$ cat src/rtl/seq_det_pkg.sv
// Shared constants and width helpers for the parameterised serial pattern detector.
package seq_det_pkg;

    localparam logic [7:0]  DEF_PAT = 8'b0000_0110;
    localparam int unsigned DEF_LEN = 3;

    // Width able to hold every value 0..max_len (fill counter and pattern length).
    function automatic int unsigned len_w(input int unsigned max_len);
        return $clog2(max_len + 1);
    endfunction

endpackage

$ cat src/rtl/seq_det_sat_cnt.sv
// Saturating up-counter with synchronous clear taking priority over increment.
module seq_det_sat_cnt #(
    parameter int unsigned CNT_W = 8
) (
    input  logic             clk,
    input  logic             rst_n,
    input  logic             inc,
    input  logic             clr,
    output logic [CNT_W-1:0] count
);

    always_ff @(posedge clk or negedge rst_n) begin
        if (!rst_n) begin
            count <= '0;
        end else if (clr) begin
            count <= '0;
        end else if (inc && (count != '1)) begin
            count <= count + CNT_W'(1);
        end
    end

endmodule

$ cat src/rtl/seq_detector_param.sv
// Runtime-configurable serial pattern detector with overlap control and a
// saturating match counter; the pattern is compared against a shift history.
module seq_detector_param
    import seq_det_pkg::*;
#(
    parameter int unsigned        MAX_LEN = 8,
    parameter int unsigned        CNT_W   = 8,
    parameter logic [MAX_LEN-1:0] DEF_PAT = MAX_LEN'(seq_det_pkg::DEF_PAT),
    parameter int unsigned        DEF_LEN = seq_det_pkg::DEF_LEN,
    localparam int unsigned       LEN_W   = len_w(MAX_LEN)
) (
    input  logic               clk,
    input  logic               rst_n,
    input  logic               data,
    input  logic               data_valid,
    input  logic               cfg_load,
    input  logic [MAX_LEN-1:0] cfg_pattern,
    input  logic [LEN_W-1:0]   cfg_len,
    input  logic               cfg_overlap,
    input  logic               cnt_clr,
    output logic               detected,
    output logic               detected_q,
    output logic [CNT_W-1:0]   match_count
);

    logic [MAX_LEN-1:0] hist;
    logic [LEN_W-1:0]   fill;
    logic [MAX_LEN-1:0] pat;
    logic [LEN_W-1:0]   len;
    logic               ovl;

    logic [MAX_LEN:0]   window;
    logic [MAX_LEN:0]   ones;
    logic [MAX_LEN:0]   win_mask;
    logic [LEN_W:0]     fill_inc;
    logic [LEN_W-1:0]   fill_sat;
    logic [LEN_W-1:0]   len_clamped;
    logic               enough_bits;
    logic               bits_match;

    // Window holds the incoming bit at [0]; only the low len bits take part.
    always_comb begin
        window      = {hist, data};
        ones        = '1;
        win_mask    = ~(ones << len);
        fill_inc    = {1'b0, fill} + (LEN_W + 1)'(1);
        fill_sat    = (fill == LEN_W'(MAX_LEN)) ? fill : fill + LEN_W'(1);
        len_clamped = (cfg_len > LEN_W'(MAX_LEN)) ? LEN_W'(MAX_LEN) : cfg_len;
        enough_bits = (fill_inc >= {1'b0, len});
        bits_match  = (((window ^ {1'b0, pat}) & win_mask) == '0);
        detected    = rst_n && data_valid && !cfg_load && (len != '0)
                      && enough_bits && bits_match;
    end

    always_ff @(posedge clk or negedge rst_n) begin
        if (!rst_n) begin
            hist       <= '0;
            fill       <= '0;
            pat        <= DEF_PAT;
            len        <= LEN_W'(DEF_LEN);
            ovl        <= 1'b1;
            detected_q <= 1'b0;
        end else begin
            detected_q <= detected;
            if (cfg_load) begin
                pat  <= cfg_pattern;
                len  <= len_clamped;
                ovl  <= cfg_overlap;
                fill <= '0;
            end else if (data_valid) begin
                hist <= {hist[MAX_LEN-2:0], data};
                // Non-overlapping mode restarts the fill so matched bits are not reused.
                fill <= (detected && !ovl) ? '0 : fill_sat;
            end
        end
    end

    seq_det_sat_cnt #(
        .CNT_W(CNT_W)
    ) u_sat_cnt (
        .clk   (clk),
        .rst_n (rst_n),
        .inc   (detected),
        .clr   (cnt_clr),
        .count (match_count)
    );

endmodule

$ cat config.mk
export PLATFORM = sky130hd
export DESIGN_NAME = seq_detector_param
export DESIGN_NICKNAME = d
export VERILOG_FILES = /design/src/rtl/seq_det_pkg.sv /design/src/rtl/seq_det_sat_cnt.sv /design/src/rtl/seq_detector_param.sv
export SDC_FILE = /design/constraint.sdc
export NUM_CORES = 1
export LEC_CHECK = 0
export ABC_AREA = 1
export BUFFER_PORTS_ARGS = -buffer_cell sky130_fd_sc_hd__buf_4
export CAP_MARGIN = 0
export CORE_MARGIN = 4
export CORE_UTILIZATION = 40
export DETAILED_ROUTE_END_ITERATION = 7
export SYNTH_ARGS = -nofsm -noshare
export SYNTH_HDL_FRONTEND = slang
export SYNTH_SLANG_ARGS = --single-unit
$ cat constraint.sdc
create_clock -name clk -period 1.95 [get_ports clk]
set_input_delay 0.39 -clock clk [delete_from_list [all_inputs] [get_ports clk]]
set_output_delay 0.39 -clock clk [all_outputs]
set_load 0.005 [all_outputs]
==> reports/results.ini <==
[sta]
fin_skew_ns=0.00707
slew_viol_final=0
rsz0062_at_grt=true
fin_ws_ns=-0.412
max_freq_mhz=423
fin_crit_ns=2.36
slew-limit-headroom_pct=60.8
tightest_slew_ns=0.588
final.period_utilization_pct=121
finalSetupViolCount=12
hold_slack_ns=0.140
hold_violations=0

[detailed_routing]
dr.pass1.iters=4
vias_per_cell=4.74
drcViolationCount=0
drt_iter0_markers=56
num_vias=1700
drt-total-wl_um=4470
routedWlPerCell_um=12.4
ant_nets=0

[die]
die_area_mm2=0.00600
rows=25
coreArea_mm2=0.00469
pin_count=29
initial_core_util_pct=41.1
chipHeight_um=77.5
fp.dieW_um=77.5

[synth]
ys_seq_area_share_pct=44.4
yosysMostFrequentCell=nand2_1
yosys_register_bits=34
synth.distinct_cells=24
synth_edf_count=0
syn-num-nets=279
yosysTopAreaCellShare_pct=37.6
yosysTopAreaCell=dfrtp_1
async_flop_share_pct=100
synth_flop_cell=dfrtp_1
synth_area_mm2=0.00193
synth_area_leaders=dfrtp_1 (38%), nand2_1 (16%), inv_1 (7.4%), dfstp_2 (6.8%), nand3_1 (5.2%)
syn_inst=253
syn_area_per_cell_um2=7.63
yosys_warnings=0
synth_common_cells=nand2_1 (80), inv_1 (38), dfrtp_1 (29), nand3_1 (20), o21ai_0 (19)

[worst_setup_path]
cp.arrival_ns=1.97
cp.required_ns=1.56
critical_path.max_fanout=4
cp-end-kind=output port
path_class=flip-flop to output port
start_kind=flip-flop

[grt]
grt_max_degree=35
grt_pass1_vias=1699
grt_antenna_before_repair=0
grt_pass1_wl_um=7890
grt.overflow.total=0
grt.total_usage_pct=16.8

[clock_network]
cts_made_buffers=5
cts_buffer_depth=2
clock_sinks=34
clkLatencyLatePin_ns=0.28
cts_tree=yes
clkTransAtPathRegs_ns=0.07
cts-root-buf=clkbuf_8
h-tree-depth=2
cts_hold_buffers=0

[layout]
drive_gt1_share_pct=29.5
n_antenna_cell=0
areaGrowthSynthToFinish_pct=34.6
fin_util_pct=55.4
nets=330

[run_status]
status=complete, but fails checks
violations=setup timing

[pwr]
total_power_mw=1.68
p_per_area_mw_per_mm2=648
ir_drop_mv=0.380
p_leak_nw=1.34

[placed_design]
globalplace.congestion=0.762
hpwl_um=3080
portBuffers=28

[job]
max-cap-violations=0

[worst_hold_path]
hold_path.class=primary input to asynchronous set/reset pin

==> state kept, by name (all words and copies together), names as in the netlist <==
register,count
fill,4
u_sat_cnt.count,8
hist,8
ovl,1
len,4
detected_q,1
pat,8
==> area by class of cell <==
class                           count  area [um2]
Fill cell                         454        2090
Clock inverter                      1        5.00
Inverter                           38         143
Sequential cell                    34         861
Clock buffer                        7        86.3
Multi-Input combinational cell    176        1030
Timing Repair Buffer               49         407
Tap cell                           54        67.6
==> worst paths after layout <==
| check | start | end | slack [ns] | cells after the start |
|---|---|---|---|---|
| worst min register to register | ovl | ovl | 0.49 | 2 |
| max in group asynchronous | rst_n | pat[2] | 1.46 | 2 |
| min in group clk | cnt_clr | u_sat_cnt.count[1] | 0.28 | 2 |
| worst max-delay path | fill[0] | detected | -0.41 | 8 |
| worst max register to register | fill[0] | u_sat_cnt.count[2] | -0.33 | 13 |
| worst min-delay path | rst_n | len[2] | 0.14 | 2 |
==> report_power, final <==
group | internal, mW | leakage, nW | switching (mW) | total [mW]
Sequential | 0.771 | 0.427 | 0.0447 | 0.815
Combinational | 0.149 | 0.867 | 0.176 | 0.326
Clock | 0.285 | 0.0482 | 0.256 | 0.541
Total | 1.20 | 1.34 | 0.477 | 1.68
==> placed cells by master (no fill, tap or decap), types with 3 or more instances in the layout <==
| cell type | instances |
|---|---|
| xor2_1 | 6 |
| nand3_1 | 12 |
| dfstp_2 | 5 |
| nor3_1 | 3 |
| dfrtp_2 | 3 |
| buf_6 | 3 |
| nor2_1 | 12 |
| ha_4 | 4 |
| nand2_1 | 79 |
| nand3_2 | 10 |
| buf_4 | 44 |
| dfrtp_1 | 26 |
| ha_1 | 3 |
| nand4_1 | 13 |
| inv_1 | 36 |
| o21ai_0 | 19 |
| clkbuf_8 | 6 |
==> metal layers <==
metal  vias to the layer above  GRT usage, %  share of wire (%)
li1                        902             -                  -
met4                         0          6.41                2.1
met1                       765          22.0                 49
met3                         8          4.18                3.0
met2                        25          26.6                 46
met5                         -             0                  0
==> worst max-delay path, cell delays in order (launching register included) <==
cell and delay [ns]:
dfrtp_2 0.45, ha_4 0.19, xor2_4 0.16, ha_4 0.25
a21oi_2 0.11, nand3b_1 0.11, nand4_1 0.12, and2_4 0.19
buf_6 0.11
==> cells by family (layout without fill, tap and decap cells) <==
family	count (synthesis)	after routing	share of synthesized area (%)
compound gates	23	23	6.16
fa+ha+maj	7	7	4.54
flops	34	34	44.4
simple gates	137	137	32.0
xor+xnor	9	9	4.09
buf+inv	43	95	8.82
==> per-stage QoR <==
| stage | instances | cell area [um2] | TNS (ns) | setup slack, ns |
|---|---|---|---|---|
| detailed placement | 345 | 2290 | -1.60 | -0.176 |
| floorplan | 253 | 1930 | -0.0831 | -0.0831 |
| CTS | 356 | 2490 | -2.86 | -0.456 |
| global route | 359 | 2600 | -4.88 | -0.513 |
| finish | 359 | 2600 | -3.11 | -0.412 |
| global placement | 345 | 2290 | -1.31 | -0.157 |
==> timing repair <==
item,in CTS,in global routing
pin swaps,9,16
buffers inserted,2,3
cloned,1,0
gates resized for setup,10,19
hold endpoints to repair,0,0
setup endpoints to repair,13,14
No activity file was read; power rests on OpenSTA's default activity.
